File: src/rtl/rc5_pkg.sv
// Shared RC5-32/12/16 definitions: word and table sizes, magic constants,
// the controller state encoding and the data-dependent rotate.
package rc5_pkg;

  localparam int W = 32;
  localparam int R = 12;
  localparam int T = 2 * (R + 1);
  localparam int C = 4;

  localparam logic [31:0] P32 = 32'hB7E15163;
  localparam logic [31:0] Q32 = 32'h9E3779B9;

  typedef enum logic [1:0] {
    IDLE = 2'd0,
    MIX  = 2'd1,
    DONE = 2'd2
  } rc5_state_t;

  // The upper half of a doubled word shifted left is the rotated word.
  function automatic logic [31:0] rotl32(input logic [31:0] x, input logic [4:0] amt);
    logic [63:0] dbl;
    dbl = {x, x} << amt;
    return dbl[63:32];
  endfunction

  function automatic logic [31:0] s_init(input int unsigned idx);
    return P32 + 32'(idx) * Q32;
  endfunction

endpackage

File: src/rtl/rc5_mix_step.sv
// One RC5 key-schedule mixing iteration: new A from S[i], new B from L[j].
module rc5_mix_step
  import rc5_pkg::*;
(
  input  logic [31:0] s_i,
  input  logic [31:0] l_j,
  input  logic [31:0] a,
  input  logic [31:0] b,
  output logic [31:0] a_next,
  output logic [31:0] b_next
);

  logic [31:0] ab_sum;

  always_comb begin
    a_next = rotl32(s_i + a + b, 5'd3);
    ab_sum = a_next + b;
    b_next = rotl32(l_j + ab_sum, ab_sum[4:0]);
  end

endmodule

File: src/rtl/rc5_key_expand.sv
// RC5 key schedule: accepts a 128-bit key, runs 3*max(T,C) mixing steps one
// per clock and exposes the resulting S table through a combinational read port.
module rc5_key_expand #(
  parameter int W = 32,
  parameter int R = 12,
  parameter int B = 16
) (
  input  logic           clk,
  input  logic           rst,
  input  logic [8*B-1:0] key_in,
  input  logic           key_valid,
  output logic           key_ready,
  output logic           busy,
  output logic           s_valid,
  input  logic [4:0]     s_rd_addr,
  output logic [W-1:0]   s_rd_data
);

  import rc5_pkg::*;

  localparam int TW    = 2 * (R + 1);
  localparam int CW    = B / 4;
  localparam int KITER = 3 * ((TW > CW) ? TW : CW);
  localparam int IW    = $clog2(TW);
  localparam int JW    = $clog2(CW);
  localparam int KW    = $clog2(KITER);

  rc5_state_t state, state_nx;

  logic [W-1:0]  s_tab [TW];
  logic [W-1:0]  l_tab [CW];
  logic [W-1:0]  a_reg, b_reg;
  logic [W-1:0]  a_nx, b_nx;
  logic [IW-1:0] i_idx;
  logic [JW-1:0] j_idx;
  logic [KW-1:0] k_cnt;
  logic          accept;

  rc5_mix_step u_mix (
    .s_i    (s_tab[i_idx]),
    .l_j    (l_tab[j_idx]),
    .a      (a_reg),
    .b      (b_reg),
    .a_next (a_nx),
    .b_next (b_nx)
  );

  assign key_ready = (state != MIX);
  assign busy      = (state == MIX);
  assign s_valid   = (state == DONE);
  assign accept    = key_valid & key_ready;

  always_comb begin
    state_nx = state;
    case (state)
      IDLE:    if (key_valid) state_nx = MIX;
      MIX:     if (k_cnt == KW'(KITER - 1)) state_nx = DONE;
      DONE:    if (key_valid) state_nx = MIX;
      default: state_nx = IDLE;
    endcase
  end

  always_ff @(posedge clk or negedge rst) begin
    if (!rst) state <= IDLE;
    else      state <= state_nx;
  end

  // A new key always restarts from the magic-constant table, even from DONE.
  always_ff @(posedge clk or negedge rst) begin
    if (!rst) begin
      for (int n = 0; n < TW; n++) s_tab[n] <= s_init(n);
      for (int n = 0; n < CW; n++) l_tab[n] <= '0;
      a_reg <= '0;
      b_reg <= '0;
      i_idx <= '0;
      j_idx <= '0;
      k_cnt <= '0;
    end else if (accept) begin
      for (int n = 0; n < TW; n++) s_tab[n] <= s_init(n);
      for (int n = 0; n < CW; n++) l_tab[n] <= key_in[32*n +: 32];
      a_reg <= '0;
      b_reg <= '0;
      i_idx <= '0;
      j_idx <= '0;
      k_cnt <= '0;
    end else if (state == MIX) begin
      s_tab[i_idx] <= a_nx;
      l_tab[j_idx] <= b_nx;
      a_reg        <= a_nx;
      b_reg        <= b_nx;
      i_idx        <= (i_idx == IW'(TW - 1)) ? '0 : i_idx + 1'b1;
      j_idx        <= (j_idx == JW'(CW - 1)) ? '0 : j_idx + 1'b1;
      k_cnt        <= k_cnt + 1'b1;
    end
  end

  always_comb begin
    s_rd_data = '0;
    if (s_rd_addr < 5'(TW)) s_rd_data = s_tab[s_rd_addr];
  end

endmodule

File: config.mk
export PLATFORM = sky130hd
export DESIGN_NAME = rc5_key_expand
export DESIGN_NICKNAME = d
export VERILOG_FILES = /design/src/rtl/rc5_pkg.sv /design/src/rtl/rc5_mix_step.sv /design/src/rtl/rc5_key_expand.sv
export SDC_FILE = /design/constraint.sdc
export NUM_CORES = 2
export LEC_CHECK = 0
export CAP_MARGIN = 10
export CORE_MARGIN = 2
export CORE_UTILIZATION = 55
export DETAILED_ROUTE_END_ITERATION = 8
export PLACE_DENSITY_LB_ADDON = 0.3
export SETUP_SLACK_MARGIN = 0.3
export SYNTH_ARGS = -nofsm -noshare
export SYNTH_HDL_FRONTEND = slang
export SYNTH_SLANG_ARGS = --single-unit
File: constraint.sdc
create_clock -name clk -period 22.2 [get_ports clk]
set_input_delay 5.55 -clock clk [delete_from_list [all_inputs] [get_ports clk]]
set_output_delay 5.55 -clock clk [all_outputs]
set_load 0.05 [all_outputs]
==> flow_summary_export.csv <==
group,metric,value,unit
clock_tree,htreeDepth,3,
synth,synthesis.nets,6358,
synth,ys_async_sr_fraction,1.000,
global_routing,grt_pass1_wl,336.1,mm
route,ant_nets,0,
setup_path,regToRegStartpoint,"i_idx[4]",
synth,synth_top_family_by_area,"compound AO/OA/AOI/OAI gates",
setup_path,r2r_cells,45,
finish,syn_to_final_growth,10.71,%
synth,ys.flop_type,"dfrtp_1",
min_path,hold_path_end,"k_cnt[6]",
timing,holdWs,0.4908,ns
route,wire_per_inst,29.77,um
timing,tightest_slew,1.249,ns
clock_tree,clock-sinks,1040,
floorplanning,start_util,0.5556,
synth,netlist_area,62590,um^2
global_routing,antenna_found_initial,12,
finish,largestRegisters,"s_tab: 832 flops, l_tab: 128 flops",
clock_tree,root_buffer,"clkbuf_16",
timing,rsz0062_at_grt,"false",
setup_path,r2r_setup_slack,7.23,ns
global_routing,track_usage,0.3791,
clock_tree,hold_buffers,0,
finish,largest_reg_flops,832,
finish,drive_above_1_share,0.2221,
finish,fill_cells,9072,
timing,setup_tns,0,ns
min_path,hp-class,"reg2reg",
synth,synth-compound-area-share,0.2107,
setup_path,critical_path_required,16.65,ns
setup_path,end_kind,"primary output",
timing,max_slew_margin,0.1607,
timing,max_freq,64.51,MHz
floorplanning,core_area,112700,um^2
min_path,hp-start,"k_cnt[6]",
global_routing,grt_pass1_vias,52930,
route,wl,223.0,mm
floorplanning,die_w,341.3,um
route,drc_errors,0,
route,num_vias,54560,
synth,syn_area_per_cell,10.28,um^2
timing,final.min_clock_period,15.50,ns
synth,synth-seq-cells,1040,
finish,layout.nets,6161,
synth,synth_edf_count,0,
setup_path,path_max_fanout,24,
setup_path,arrival,9.95,ns
floorplanning,die_h,341.3,um
clock_tree,clk_pin_slew,0.06,ns
floorplanning,std_cell_rows,123,
finish,utilization,0.6150,
job,drv_cap,0,
floorplanning,die_area,116500,um^2
clock_tree,clock_latency,0.73,ns
placement,gp_congestion,0.9680,
timing,hold_viol,0,
synth,synth_xor_area_frac,0.01244,
placement,portBuffers,170,
timing,fin_crit_sh,0.6983,
synth,synth_fa_ha_area_frac,0.03107,
route,drtIter0Drc,7292,
route,first_pass_iters,6,
clock_tree,cts_resized,0,
clock_tree,post_cts_buffers,0,
synth,synth_area_leaders,"dfrtp_1 25%, dfstp_2 17%, mux4_2 15%",
synth,muxShareOfSynthArea,0.1879,
clock_tree,cts_made_buffers,112,
timing,finalClockSkew,0.02702,ns
status,status,"finished clean",
synth,synth_top_area_share,0.2499,
synth,postSynthCellCount,6087,
synth,yosysUniqueCellTypes,96,
setup_path,r2r_end,"l_tab[30]",
synth,seq_area_frac_synth,0.4241,
synth,synth_simple_gate_area_frac,0.09184,
setup_path,worst-setup-path-type,"in2out",
finish,largest-register,"s_tab",
placement,dpl_cell_area,65410,um^2
placement,hpwl,140.5,mm
clock_tree,clockBufferDepth,3,
synth,yosysWarnings,0,
global_routing,grt_max_degree,187,
timing,setup_viol,0,
global_routing,grt.overflow.total,0,
timing,drv_slew,0,
setup_path,worstSetupStartpointType,"input pin",
route,vias_per_cell,7.283,
min_path,hold_depth,1,
finish,final_cell_area,69290,um^2
floorplanning,ios,171,
clock_tree,cts_tree,"built",
synth,synth_top_area_cell,"dfrtp_1",
-- worst max path at each step --
| stage | start | endpoint | slack [ns] | depth (start not counted) |
|---|---|---|---|---|
| floorplan | s_rd_addr[0] | s_rd_data[11] | 7.62 | 9 |
| global placement | s_rd_addr[3] | s_rd_data[18] | 6.95 | 8 |
| detailed placement | s_rd_addr[3] | s_rd_data[18] | 6.89 | 8 |
| CTS | s_rd_addr[3] | s_rd_data[18] | 6.88 | 8 |
| global route | i_idx[0] | l_tab[30] | 6.72 | 44 |
| finish | s_rd_addr[3] | s_rd_data[18] | 6.70 | 8 |
-- worst max-delay path, cell delays in order --
cell and delay (ns):
clkdlybuf4s50_1 0.53, clkinv_2 0.59, nor2_4 0.97, buf_4 0.46, a22oi_1 0.13, a2bb2oi_1 0.17
a21oi_1 0.61, clkdlybuf4s50_1 0.93
-- stage by stage --
stage,setup slack [ns],cells
floorplan,7.623,6087
global placement,6.950,7274
detailed placement,6.888,7274
CTS,6.882,7485
global route,6.716,7488
finish,6.698,7491
-- layer usage --
metal | global-route usage | share of wire
met1 | 0.5028 | 0.37
met2 | 0.5661 | 0.44
met3 | 0.1132 | 0.13
met4 | 0.1968 | 0.058
met5 | 0 | 0.00048
-- kinds of logic after synthesis --
group	after synthesis
multiplexers	656
flip-flops	1040
AND/OR/NAND/NOR	1241
AO/OA/AOI/OAI	2236
XOR/XNOR	84
buffers and inverters	695
adder cells (fa/ha/maj)	135
-- cell usage in the layout (no fill, tap or decap), types with 37 or more instances in the layout --
cell type           n
ha_1              100
nand3_1           413
o221ai_1           64
clkdlybuf4s50_1   165
dfstp_2           415
o211ai_1           50
nor3_1            102
mux2i_1           188
inv_1              72
a211oi_1           37
clkbuf_16         114
a21o_1             49
a22oi_1           118
o21ai_0          1195
dfrtp_1           619
o22ai_1            87
buf_4             127
nand2_1           223
nor2_1            324
mux4_2            409
a21oi_1           351
mux2_2             58
-- cell usage after synthesis, types with 9 or more instances --
cell	n
a2bb2oi_1	34
a22oi_1	118
o221ai_1	64
clkbuf_1	520
inv_1	74
nand2_1	229
a21oi_1	351
a311oi_1	9
or2_2	11
nor3_1	104
o22ai_1	87
mux2_2	58
buf_1	91
a22o_1	9
a221oi_1	16
a31oi_1	31
o21ai_1	15
nand4_1	20
dfstp_2	415
nand3_1	435
o21ai_0	1195
o31ai_1	23
fa_1	34
mux2i_1	188
nor2b_1	21
a211oi_1	37
o311ai_0	10
nor4_1	13
nand2b_1	17
nor2_1	329
and3_1	15
o211ai_1	50
mux4_2	409
a21o_1	49
xor2_1	29
a211o_1	12
dfrtp_1	625
o21bai_1	16
and2_1	19
o21a_1	22
ha_1	101
xnor2_1	52
-- cell type report --
class                   instances  area (um^2)  area share
inverters                      78        294.0    0.004244
clock inverters                38        506.7    0.007314
flip-flops and latches       1040        26560      0.3833
multi-input cells            4352        33860      0.4887
diodes                          4        10.01   0.0001445
repair buffers                306         2824     0.04076
well taps                    1500         1877     0.02709
clock buffers                 173         3354     0.04841
Power is not shown: default switching activity piles up to over one toggle a cycle in this logic, so the estimate is an artifact.
